[config.mk]
export PLATFORM = sky130hd
export DESIGN_NAME = ram_stream_reader
export DESIGN_NICKNAME = d
export VERILOG_FILES = /design/src/rtl/ram_stream_reader_pkg.sv /design/src/rtl/sync_fifo_fwft.sv /design/src/rtl/ram_stream_reader.sv
export SDC_FILE = /design/constraint.sdc
export NUM_CORES = 1
export LEC_CHECK = 0
export CORE_MARGIN = 5
export CORE_UTILIZATION = 31
export DETAILED_ROUTE_END_ITERATION = 8
export GPL_TIMING_DRIVEN = 0
export PLACE_DENSITY_LB_ADDON = 0.12
export SLEW_MARGIN = 15
export SYNTH_ARGS = -nofsm -noshare
export SYNTH_HDL_FRONTEND = slang
export SYNTH_SLANG_ARGS = --single-unit
[constraint.sdc]
create_clock -name clk -period 4.26 [get_ports clk]
set_input_delay 0.426 -clock clk [delete_from_list [all_inputs] [get_ports clk]]
set_output_delay 0.426 -clock clk [all_outputs]
set_load 0.01 [all_outputs]
[src/rtl/ram_stream_reader_pkg.sv]
// Shared definitions for the RAM stream reader: FSM encodings, return-path tag, address wrap helper.
package ram_stream_reader_pkg;

    localparam logic [1:0] S_IDLE  = 2'd0;
    localparam logic [1:0] S_RUN   = 2'd1;
    localparam logic [1:0] S_DRAIN = 2'd2;

    typedef struct packed {
        logic valid;
        logic last;
    } tag_t;

    // Increment modulo md; md need not be a power of two.
    function automatic logic [31:0] adr_wrap_inc(input logic [31:0] adr, input int unsigned md);
        return (adr == 32'(md - 1)) ? 32'd0 : adr + 32'd1;
    endfunction

endpackage

[src/rtl/sync_fifo_fwft.sv]
// Synchronous first-word-fall-through FIFO; D must be a power of two, head visible while not empty.
module sync_fifo_fwft #(
    parameter int unsigned W = 8,
    parameter int unsigned D = 4
) (
    input  logic                 clk,
    input  logic                 rst_n,
    input  logic                 push,
    input  logic [W-1:0]         wdata,
    input  logic                 pop,
    output logic [W-1:0]         rdata,
    output logic [$clog2(D):0]   count,
    output logic                 empty,
    output logic                 full
);

    localparam int unsigned PW = $clog2(D);
    localparam int unsigned CW = PW + 1;

    logic [W-1:0]  mem_q [D];
    logic [PW-1:0] wr_ptr_q;
    logic [PW-1:0] rd_ptr_q;
    logic          do_push;
    logic          do_pop;

    assign empty   = (count == '0);
    assign full    = (count == CW'(D));
    assign do_pop  = pop && !empty;
    // A push into a full FIFO is accepted only when a pop frees the slot in the same cycle.
    assign do_push = push && (!full || do_pop);
    assign rdata   = mem_q[rd_ptr_q];

    always_ff @(posedge clk or negedge rst_n) begin
        if (!rst_n) begin
            for (int i = 0; i < int'(D); i++) begin
                mem_q[i] <= '0;
            end
            wr_ptr_q <= '0;
            rd_ptr_q <= '0;
            count    <= '0;
        end else begin
            if (do_push) begin
                mem_q[wr_ptr_q] <= wdata;
                wr_ptr_q        <= wr_ptr_q + PW'(1);
            end
            if (do_pop) begin
                rd_ptr_q <= rd_ptr_q + PW'(1);
            end
            count <= count + CW'(do_push) - CW'(do_pop);
        end
    end

endmodule

[src/rtl/ram_stream_reader.sv]
// Streams LEN consecutive RAM words from a base address as a valid/ready stream,
// hiding the RAM read latency behind a credit-controlled skid FIFO.
module ram_stream_reader
    import ram_stream_reader_pkg::*;
#(
    parameter int unsigned READ_REGISTERED = 1,
    parameter int unsigned DW              = 8,
    parameter int unsigned MD              = 1024,
    parameter int unsigned AW              = $clog2(MD),
    parameter int unsigned FD              = 4
) (
    input  logic          clk,
    input  logic          rst_n,
    input  logic          start,
    input  logic [AW-1:0] base_adr,
    input  logic [AW:0]   len,
    output logic          busy,
    output logic          done,
    output logic          rd,
    output logic [AW-1:0] adr_r,
    input  logic [DW-1:0] dat_r,
    output logic          m_valid,
    input  logic          m_ready,
    output logic [DW-1:0] m_data,
    output logic          m_last
);

    localparam int unsigned RL = 1 + READ_REGISTERED;
    localparam int unsigned CW = $clog2(FD) + 1;
    localparam int unsigned KW = CW + 1;
    localparam int unsigned LW = AW + 1;

    logic [1:0]    state_q, state_d;
    logic [LW-1:0] rem_q, rem_d;
    logic [AW-1:0] adr_d;
    logic          rd_d;
    logic          rd_last_q, rd_last_d;
    logic          busy_d;
    logic          done_d;

    tag_t          tag_q [RL];
    logic [CW-1:0] inflight_q;

    logic          fifo_push;
    logic          fifo_pop;
    logic [DW:0]   fifo_head;
    logic [CW-1:0] fifo_count;
    logic          fifo_empty;
    logic          fifo_full;
    logic [KW-1:0] credit;
    logic          can_issue;
    logic          drain_done;

    assign fifo_push = tag_q[RL-1].valid;
    assign m_valid   = !fifo_empty;
    assign fifo_pop  = m_valid && m_ready;
    assign m_last    = fifo_head[DW];
    assign m_data    = fifo_head[DW-1:0];

    // Slots already promised: buffered words, reads in the RAM pipe and the read on rd now, less this pop.
    assign credit    = KW'(fifo_count) + KW'(inflight_q) + KW'(rd) - KW'(fifo_pop);
    assign can_issue = (credit < KW'(FD));

    // Last word leaves this cycle with nothing else pending, so done lands right after the handshake.
    assign drain_done = (inflight_q == '0) && !rd &&
                        ((fifo_count == '0) || ((fifo_count == CW'(1)) && fifo_pop));

    sync_fifo_fwft #(
        .W (DW + 1),
        .D (FD)
    ) u_fifo (
        .clk   (clk),
        .rst_n (rst_n),
        .push  (fifo_push),
        .wdata ({tag_q[RL-1].last, dat_r}),
        .pop   (fifo_pop),
        .rdata (fifo_head),
        .count (fifo_count),
        .empty (fifo_empty),
        .full  (fifo_full)
    );

    // Next-state and next-output logic.
    always_comb begin
        state_d   = state_q;
        rem_d     = rem_q;
        adr_d     = rd ? AW'(adr_wrap_inc(32'(adr_r), MD)) : adr_r;
        rd_d      = 1'b0;
        rd_last_d = 1'b0;
        busy_d    = busy;
        done_d    = 1'b0;
        case (state_q)
            S_IDLE: begin
                if (start) begin
                    if (len != '0) begin
                        state_d   = S_RUN;
                        busy_d    = 1'b1;
                        rd_d      = 1'b1;
                        rd_last_d = (len == LW'(1));
                        adr_d     = base_adr;
                        rem_d     = len - LW'(1);
                    end else begin
                        done_d = 1'b1;
                    end
                end
            end
            S_RUN: begin
                if (rem_q == '0) begin
                    state_d = S_DRAIN;
                end else if (can_issue) begin
                    rd_d      = 1'b1;
                    rd_last_d = (rem_q == LW'(1));
                    rem_d     = rem_q - LW'(1);
                end
            end
            S_DRAIN: begin
                if (drain_done) begin
                    state_d = S_IDLE;
                    busy_d  = 1'b0;
                    done_d  = 1'b1;
                end
            end
            default: begin
                state_d = S_IDLE;
                busy_d  = 1'b0;
            end
        endcase
    end

    always_ff @(posedge clk or negedge rst_n) begin
        if (!rst_n) begin
            state_q   <= S_IDLE;
            rem_q     <= '0;
            adr_r     <= '0;
            rd        <= 1'b0;
            rd_last_q <= 1'b0;
            busy      <= 1'b0;
            done      <= 1'b0;
        end else begin
            state_q   <= state_d;
            rem_q     <= rem_d;
            adr_r     <= adr_d;
            rd        <= rd_d;
            rd_last_q <= rd_last_d;
            busy      <= busy_d;
            done      <= done_d;
        end
    end

    // Return-path tags mirror the RAM read pipeline; the exiting tag qualifies dat_r.
    always_ff @(posedge clk or negedge rst_n) begin
        if (!rst_n) begin
            for (int i = 0; i < int'(RL); i++) begin
                tag_q[i] <= '0;
            end
            inflight_q <= '0;
        end else begin
            tag_q[0] <= tag_t'{valid: rd, last: rd_last_q};
            for (int i = 1; i < int'(RL); i++) begin
                tag_q[i] <= tag_q[i-1];
            end
            inflight_q <= inflight_q + CW'(rd) - CW'(tag_q[RL-1].valid);
        end
    end

    a_no_overflow: assert property (@(posedge clk) disable iff (!rst_n)
        !(fifo_push && fifo_full && !fifo_pop));

endmodule

### Word level (Yosys, flattened, before mapping)

Cells that the tools add are included.

| storage, ports and cells | value |
|---|---|
| flip-flop bits (word level) | 77 |
| bits in latches | 0 |
| memory bits (writable) | 0 |
| bits in read-only memories | 0 |
| bits of input ports | 33 |
| output and inout bits | 23 |
| logic and storage cells | 111 |
| memories kept | 0 |

| cells by class | value |
|---|---|
| $add $sub $neg | 12 |
| multipliers | 0 |
| div/mod/pow operators | 0 |
| $lt $le $gt $ge | 4 |
| eq/ne operators | 13 |
| shift operators | 0 |
| mux-type cells | 39 |
| bitwise gates (word level) | 3 |
| reductions and logical operators | 21 |

Operator list:

| cell | count |
|---|---|
| $mux 10 | 5 |
| $mux 11 | 4 |
| $bwmux 36 | 1 |
| $mux 9 | 3 |
| $eq 11x1->1 const B | 2 |
| $pmux 11 s2 | 1 |
| $sub 11x1->11 const B | 2 |
| $bmux 9 s2 | 1 |
| $demux 9 s2 | 1 |
| $mux 1 | 14 |
| $ne 2x2->1 const B | 6 |
| $logic_not 11->1 | 1 |
| $reduce_bool 11->1 | 1 |
| $add 10x1->10 const B | 1 |
| $eq 10x10->1 const B | 1 |
| $mux 2 | 4 |
| $reduce_and 4->1 | 2 |
| $logic_and 1x1->1 | 7 |
| $add 3x1->3 | 2 |
| $ge 3x3->1 const B | 2 |
| $logic_not 3->1 | 2 |
| $not 2->3 | 2 |
| $pmux 1 s2 | 3 |
| $pmux 2 s3 | 1 |
| other kinds (18) | 23 |

### Depth between registers and ports, before layout

Gate-level depths: netlist of run 1.

| depth | value |
|---|---|
| depth after elaboration | 8 |
| mapped depth | 12 |
| gate-level depth less buffers | 12 |

### By module

From an unflattened synthesis of run 1, not the netlist that was laid out.

| unflattened totals | value |
|---|---|
| cells, all modules | 364 |
| area, all modules | 4155.2 um2 |

Modules (own cells, without submodules):

| module | times used | cells each | area an instance (um2) | sequential area each (um2) |
|---|---|---|---|---|
| ram_stream_reader | 1 | 243 | 2199.6 | 850.8 |
| sync_fifo_fwft | 1 | 121 | 1955.6 | 1076.0 |

### Least setup slack after synthesis of run 1

Ideal clock, no wire load.

| timing path | value |
|---|---|
| path kind | register -> register |
| start | register u_fifo.count[1] |
| end | register rem_q[0] |
| setup time | 121 ps |
| data arrival time | 2871 ps |
| data required time | 4139 ps |
| setup slack | 1268 ps |
| cell stages (with the launch flop) | 13 |
| buffers on the path | 1 |
| period minus slack after synthesis | 2992 ps |
| path through | dfrtp_1 inv_1 nand3_1 and2_1 ha_1 inv_1 ha_1 nand3_1 and3_1 nor4_2 clkbuf_1 o22ai_1 a22o_1 |

| between the ends | value |
|---|---|
| word-level cells in the longest chain between the ends | 7 |
| elaborated cells between the ends (all ways) | 9 |
| classes of those cells | add/sub: 3; order compare: 1; eq/ne: 1; reduce/logical: 4 |

Ends and longest elaborated chain:

| what | line | RTL |
|---|---|---|
| from (decl) | sync_fifo_fwft.sv:12 | `output logic [$clog2(D):0] count,` |
| from (signal assigned) | sync_fifo_fwft.sv:49 | `count <= count + CW'(do_push) - CW'(do_pop);` |
| $logic_not 3->1 | sync_fifo_fwft.sv:26 | `assign empty = (count == '0);` |
| $logic_not 1->1 | ram_stream_reader.sv:55 | `assign m_valid = !fifo_empty;` |
| net m_valid | ram_stream_reader.sv:22 | `output logic m_valid,` |
| $logic_and 1x1->1 | ram_stream_reader.sv:56 | `assign fifo_pop = m_valid && m_ready;` |
| $sub 4x1->4 | ram_stream_reader.sv:61 | `assign credit = KW'(fifo_count) + KW'(inflight_q) + KW'(rd) - KW'(fifo_pop);` |
| $lt 4x3->1 | ram_stream_reader.sv:62 | `assign can_issue = (credit < KW'(FD));` |
| $ne 2x2->1 (no source line) | n/a |  |
| $reduce_and 5->1 (no source line) | n/a |  |
| to (signal assigned) | ram_stream_reader.sv:141 | `rem_q <= rem_d;` |
| to (decl) | ram_stream_reader.sv:34 | `logic [LW-1:0] rem_q, rem_d;` |

The timed path passes the listed nets, and every way through them passes these cells.
A chain may end at the register's enable or synchronous reset.

### Final worst setup path of run 1

| timing path | value |
|---|---|
| start | register u_fifo.count[1] |
| end | register rem_q[0] |

| between the ends | value |
|---|---|
| word-level cells in the longest chain between the ends | 7 |
| elaborated cells between the ends (all ways) | 9 |
| classes of those cells | add/sub: 3; order compare: 1; eq/ne: 1; reduce/logical: 4 |

Ends and longest elaborated chain:

| what | line |
|---|---|
| parallel branches: the longest is 3 deep, another holds $add 3x3->4 | n/a |
| $sub 4x1->4 * | ram_stream_reader.sv:61 |
| $lt 4x3->1 * | ram_stream_reader.sv:62 |
| $ne 2x2->1 (no source line) * | n/a |
| $reduce_and 5->1 (no source line) * | n/a |

Mark *: on every way between the ends.

==> results of run 1 <==
## layout make-up
| cell class | count | share of cell area [%] |
|---|---|---|
| plain buffers | 13 | 1.31 |
| clock buffers | 9 | 4.38 |
| well taps | 172 | 4.18 |
| clock inverters | 7 | 1.44 |
| inverters | 28 | 2.09 |
| repair buffers | 56 | 11.0 |
| flip-flops and latches | 77 | 37.5 |
| multi-input cells | 239 | 38.1 |
## layer usage
metal  share of wire (%)  global-route usage (%)  wire, microns
met2                  50                    20.9           4590
met4                 1.1                    3.61            100
met5                   0                       0              0
met1                  44                    15.4           4020
met3                 4.8                    4.50            441
## through the flow
step,hold WS (ps),power (uW)
finish,116,3810
global route,167,4130
CTS,134,3880
detailed placement,336,3090
global placement,333,3030
floorplan,130,2450
## cells in the mapped netlist (8+ instances only)
library cell | number | share of area, %
a21oi_1 | 8 | 0.99
dfrtp_1 | 77 | 47
ha_1 | 19 | 5.9
inv_1 | 27 | 2.5
mux2_2 | 36 | 10
mux4_2 | 9 | 5.0
nand2_1 | 32 | 3.0
nor2_1 | 11 | 1.0
nor3_1 | 13 | 1.6
o21ai_0 | 17 | 2.1
xnor2_1 | 11 | 2.4
xor2_1 | 9 | 1.9
## worst register-to-register path, delay by kind of cell, from the launching register on
kind	cells	cell delay (ps)
adders and majority gates	2	550
DFF	1	430
buffers and inverters	3	630
and+or+nand+nor	5	1200
AOI/OAI and AO/OA	2	410
## sequential cells by signal, summed over array words and instances (netlist names), 2 cells and up
| name | count |
|---|---|
| u_fifo.mem_q | 36 |
| rem_q | 11 |
| adr_r | 10 |
| inflight_q | 3 |
| tag_q | 3 |
| u_fifo.count | 3 |
| state_q | 2 |
| u_fifo.rd_ptr_q | 2 |
| u_fifo.wr_ptr_q | 2 |
## power groups by stage
stage	Clock [uW]	Combinational [uW]	Sequential, uW
final	763	1750	1290
after global routing	824	1960	1350
after CTS	798	1790	1290
after detailed placement	0	1790	1300
after global placement	0	1740	1290
after floorplan	0	1190	1260
## how the worst max path moves through the flow
stage	from	to	slack, ps	depth (start not counted)
final	u_fifo.count[1]	rem_q[0]	910	12
after global routing	u_fifo.count[1]	rem_q[0]	670	12
after floorplan	u_fifo.count[1]	rem_q[0]	1270	12
after detailed placement	m_ready	rem_q[0]	650	11
after CTS	u_fifo.count[1]	rem_q[0]	870	12
after global placement	rst_n	adr_r[7]	-140	1
## cell families (layout without fill, tap and decap cells)
family / count (synthesis) / in the layout / share of synthesized area (%)
mux: 46 / 46 / 15.2
buf+inv: 41 / 113 / 4.31
flops: 77 / 77 / 47.5
compound gates: 64 / 64 / 10.5
simple gates: 88 / 88 / 11.4
xor+xnor: 20 / 20 / 4.31
fa+ha+maj: 21 / 21 / 6.84
==> results.yml, run 1 <==
route:
  drt-total-wl_mm: 9.15
  ant_nets: 0
  via_count: 2923
  route.detailed.drc: 0
  drt_iter0_markers: 99
  routed_via_density: 4.86
  routedWlPerCell_microns: 15.2
  drtPass1Iterations: 4
floorplanning:
  die_y_microns: 124
  initial_core_util_pct: 31.9
  core_area_sq_um: 12700
  num_io_pins: 56
  placementRows: 41
  die_width_microns: 124
  die_area_sq_um: 15500
synthesis:
  synth-edff-count: 0
  synth_nets: 411
  ys_seq_area_share_pct: 47.5
  synth_seq_cells: 77
  synthArstFlopShare_pct: 100
  ys.flop_type: "dfrtp_1"
  synth_area_per_cell_sq_um: 11.4
  synth_area_sq_um: 4060
  ys_types: 56
  syn-instance-count: 357
  synth_warnings: 0
critical_path:
  worstSetupEndpointType: "register"
  rr_startpoint: "u_fifo.count[1]"
  cp.required_ps: 4480
  critPathKind: "reg -> reg"
  critPathBufInv: 3
  r2r_slack_ps: 910
  path_cells: "inv_1 -> nand3_1 -> and2_1 -> ha_1 -> inv_1 -> ha_1 -> nand3_1 -> and3_1 -> nor4_2 -> clkbuf_1 -> o22ai_1 -> a22o_1"
  critPathSlowestCell: "nor4_2"
  cp_top_family: "simple AND/OR/NAND/NOR gates"
  r2r_cells: 12
  cp_max_fo: 10
  worstReg2RegEnd: "rem_q[0]"
  startpoint_type: "register"
  critPathMaxStageDelay_ps: 600
  critPathArrivalTime_ps: 3570
clocking:
  path_clk_slew_ps: 60
  cts_made_buffers: 9
  cts_tree: "built"
  clkLatencyLatePin_ps: 340
  root_buffer: "clkbuf_16"
  h-tree-depth: 3
  cts.repair.resized: 0
  hold_buffers: 0
  post_cts_buffers: 0
  cts_num_sinks: 77
  clockBufferDepth: 2
layout:
  layout-drive-gt1-share_pct: 17.9
  n_antenna_cell: 0
  syn_to_final_growth_pct: 26.7
  multi_input_area_sq_um: 1960
  layout.nets: 478
  final_core_util_pct: 40.4
  fillers: 1308
  final_area_sq_um: 5140
  mostFrequentLayoutCell: "dfrtp_1"
  final_cells: 601
  final_cell_mix: "77 x dfrtp_1, 54 x clkdlybuf4s50_1, 36 x mux2_2, 32 x nand2_1, 27 x inv_1"
  seqCellArea_sq_um: 1930
flow_run:
  drv_cap: 0
place:
  dp.cells: 585
  pre_cts_ws_ps: 648
  dpl_cell_area_sq_um: 4840
  dp_hpwl_mm: 6.57
  gp_congestion: 0.756
  port_buffers: 55
timing:
  fin_crit_sh_pct: 78.5
  slew_headroom_pct: 42.1
  setup_viol: 0
  skew_ps: 6.75
  tightest_slew_ps: 868
  finalCriticalPeriod_ps: 3350
  max_freq_ghz: 0.299
  worst_slack_ps: 915
  maxSlewViolCount: 0
  rsz0062_at_grt: "false"
  fin_setup_tns_ps: 0
  hold_violations: 0
grt:
  gr-total-overflow: 0
  grt_pass1_vias: 3051
  grt_pass1_wl_mm: 15.7
  grt_max_degree: 49
  grt_antenna_before_repair: 0
  grt_usage_pct: 12.6
power:
  vdd_drop_max_mv: 0.224
  power.internal_uw: 2430
  clkPwrFrac_pct: 20.0
  switching_share_pct: 36.1
  powerDensity_nw_per_um2: 741
  p_leak_uw: 0.00215
  switchingPower_uw: 1380
  power_frac_seq_pct: 33.9
  p_comb_share_pct: 46.0
hold_path:
  hold_class: "in -> async"
run_status:
  status: "finished clean"
No activity file was read; power rests on OpenSTA's default activity.
==> run 2, diff against run 1 <==
==> constraint.sdc (replaced) <==
create_clock -name clk -period 3.27 [get_ports clk]
set_input_delay 0.327 -clock clk [delete_from_list [all_inputs] [get_ports clk]]
set_output_delay 0.327 -clock clk [all_outputs]
set_load 0.01 [all_outputs]
==> run 2 against run 1 <==
  * Core utilization grew 0.079 points
  * Via count is 0.17% lower
  * Sequential share of layout area is 0.073 points lower
  * Global-route usage about the same
  * Non-clock buffer count unchanged
  * Cell count unchanged
  * Sequential cell count unchanged
==> results.yml, run 2 (synthesized netlist as in run 1, its figures left out) <==
run_status:
  status: "finished clean"
route:
  ant_nets: 0
  routedWlPerCell_microns: 15.2
  drt-total-wl_mm: 9.16
  wl_met2_mm: 4.58
  drt_iter0_markers: 106
  top_layer: "met4"
  routed_via_density: 4.86
  drtPass1Iterations: 4
  routed-wl-met3_microns: 444
  drt-met1-wl_mm: 4.04
  route.detailed.drc: 0
  via_count: 2918
power:
  p_leak_uw: 0.00216
  powerDensity_nw_per_um2: 970
  vdd_drop_max_mv: 0.298
  power_frac_seq_pct: 33.7
  clkPwrFrac_pct: 19.9
  p_comb_share_pct: 46.5
  switchingPower_uw: 1810
  switching_share_pct: 36.2
  power.internal_uw: 3190
  p_total_uw: 5000
layout:
  regMostFlops: "u_fifo.mem_q"
  layout.nets: 478
  reg_top3: "u_fifo.mem_q: 36 flops, rem_q: 11 flops, adr_r: 10 flops"
  syn_to_final_growth_pct: 26.9
  layout-drive-gt1-share_pct: 18.2
  n_antenna_cell: 0
  final_cell_mix: "77 x dfrtp_1, 54 x clkdlybuf4s50_1, 36 x mux2_2, 32 x nand2_1, 27 x inv_1"
  mostFrequentLayoutCell: "dfrtp_1"
  largest_reg_flops: 36
grt:
  grt_pass1_wl_mm: 15.7
  gr-total-overflow: 0
  grt_pass1_vias: 3054
  grt_antenna_before_repair: 0
  grt_usage_pct: 12.6
  grt_max_degree: 49
floorplanning:
  die_area_sq_um: 15500
  die_width_microns: 124
  core_area_sq_um: 12700
  initial_core_util_pct: 31.9
  num_io_pins: 56
  placementRows: 41
  die_y_microns: 124
critical_path:
  critPathMaxStageDelay_ps: 450
  path_cells: "inv_1 -> nand3_1 -> and2_1 -> ha_1 -> inv_1 -> ha_1 -> nand3_1 -> and3_1 -> nor4_4 -> clkbuf_2 -> o22ai_1 -> a22o_1"
  critPathLaunch: "u_fifo.count[1]"
  worstReg2RegEnd: "rem_q[0]"
  r2r_slack_ps: 250
  worstSetupEndpointType: "register"
  r2r_cells: 12
  cp.required_ps: 3490
  rr_startpoint: "u_fifo.count[1]"
  critPathKind: "reg -> reg"
  worstSetupEndpoint: "rem_q[0]"
  critPathArrivalTime_ps: 3240
  critPathSlowestCell: "nor4_4"
  cp_max_fo: 10
  startpoint_type: "register"
timing:
  skew_ps: 7.12
  max_freq_ghz: 0.331
  fin_crit_sh_pct: 92.3
  finalCriticalPeriod_ps: 3020
  tightest_slew_ps: 868
  maxSlewViolCount: 0
  hold_violations: 0
  fin_setup_tns_ps: 0
  setup_viol: 0
  rsz0062_at_grt: "false"
  slew_headroom_pct: 42.1
clocking:
  path_clk_slew_ps: 60
  cts_made_buffers: 9
  hold_buffers: 0
  h-tree-depth: 3
  cts_tree: "built"
  root_buffer: "clkbuf_16"
  clockBufferDepth: 2
  cts_num_sinks: 77
  clkLatencyLatePin_ps: 340
flow_run:
  drv_cap: 0
place:
  gp_congestion: 0.756
  port_buffers: 55
  dp_hpwl_mm: 6.57
hold_path:
  hold_class: "in -> async"
==> run 2: cell types whose count changed in the layout (fill, tap and decap cells not counted) <==
cell	before	now
clkbuf_1	7	6
clkbuf_2	0	1
nor4_2	1	0
nor4_4	0	1
==> run 2: area by class of cell <==
class                   count  area (sq um)
fillers                  1309          7570
repair buffers             56           568
flip-flops and latches     77          1930
well taps                 172           215
inverters                  28           108
plain buffers              13          68.8
multi-input cells         239          1970
clock buffers               9           225
clock inverters             7          73.8
==> run 2: timing repair <==
| item | CTS | global route |
|---|---|---|
| setup buffers | 0 | 0 |
| gates resized for setup | 1 | 2 |
| endpoints found under the setup margin | 7 | 8 |
==> run 2: layer usage <==
| layer | vias up | GRT usage (%) |
|---|---|---|
| met5 | - | 0 |
| met4 | 0 | 3.61 |
| met3 | 9 | 4.50 |
| met2 | 63 | 20.9 |
| met1 | 1425 | 15.4 |
| li1 | 1421 | - |
==> run 2: power groups by stage <==
stage                     clock [uW]  combinational (uW)  sequential [uW]
after CTS                       1040                2360             1680
after global placement             0                2270             1680
after global routing            1070                2590             1750
after detailed placement           0                2330             1690
final                            994                2320             1680
after floorplan                    0                1550             1650
==> run 2: worst max-delay path: cells and delay by family, from the launching register on <==
kind                     cells  cell delay, ps
flip-flops                   1             430
buffers and inverters        3             490
AO/OA/AOI/OAI                2             360
AND/OR/NAND/NOR              5            1070
adder cells (fa/ha/maj)      2             550
==> run 2: how the worst min path moves through the flow <==
stage             start         endpoint  slack (ps)
2_1_floorplan     rst_n         adr_r[0]          30
3_3_place_gp   tag_q[3]        fifo_push         330
3_5_place_dp   tag_q[2]         tag_q[0]         340
4_1_cts           rst_n  u_fifo.count[1]          30
5_1_grt           rst_n  u_fifo.count[2]          70
6_report          rst_n  u_fifo.count[2]          20
==> run 2: metrics by stage <==
step                      setup slack, ps  instances  instance area [sq um]  utilization [%]  hold WS [ps]
after floorplan                       278        357                   4060                -          31.4
after global placement              -1030        584                   4830             37.9           333
after detailed placement             -243        585                   4840             38.1           336
after CTS                            35.1        601                   5150             40.5          34.9
after global routing                 28.0        601                   5150             40.5          67.6
final                                 251        601                   5150             40.5          17.6
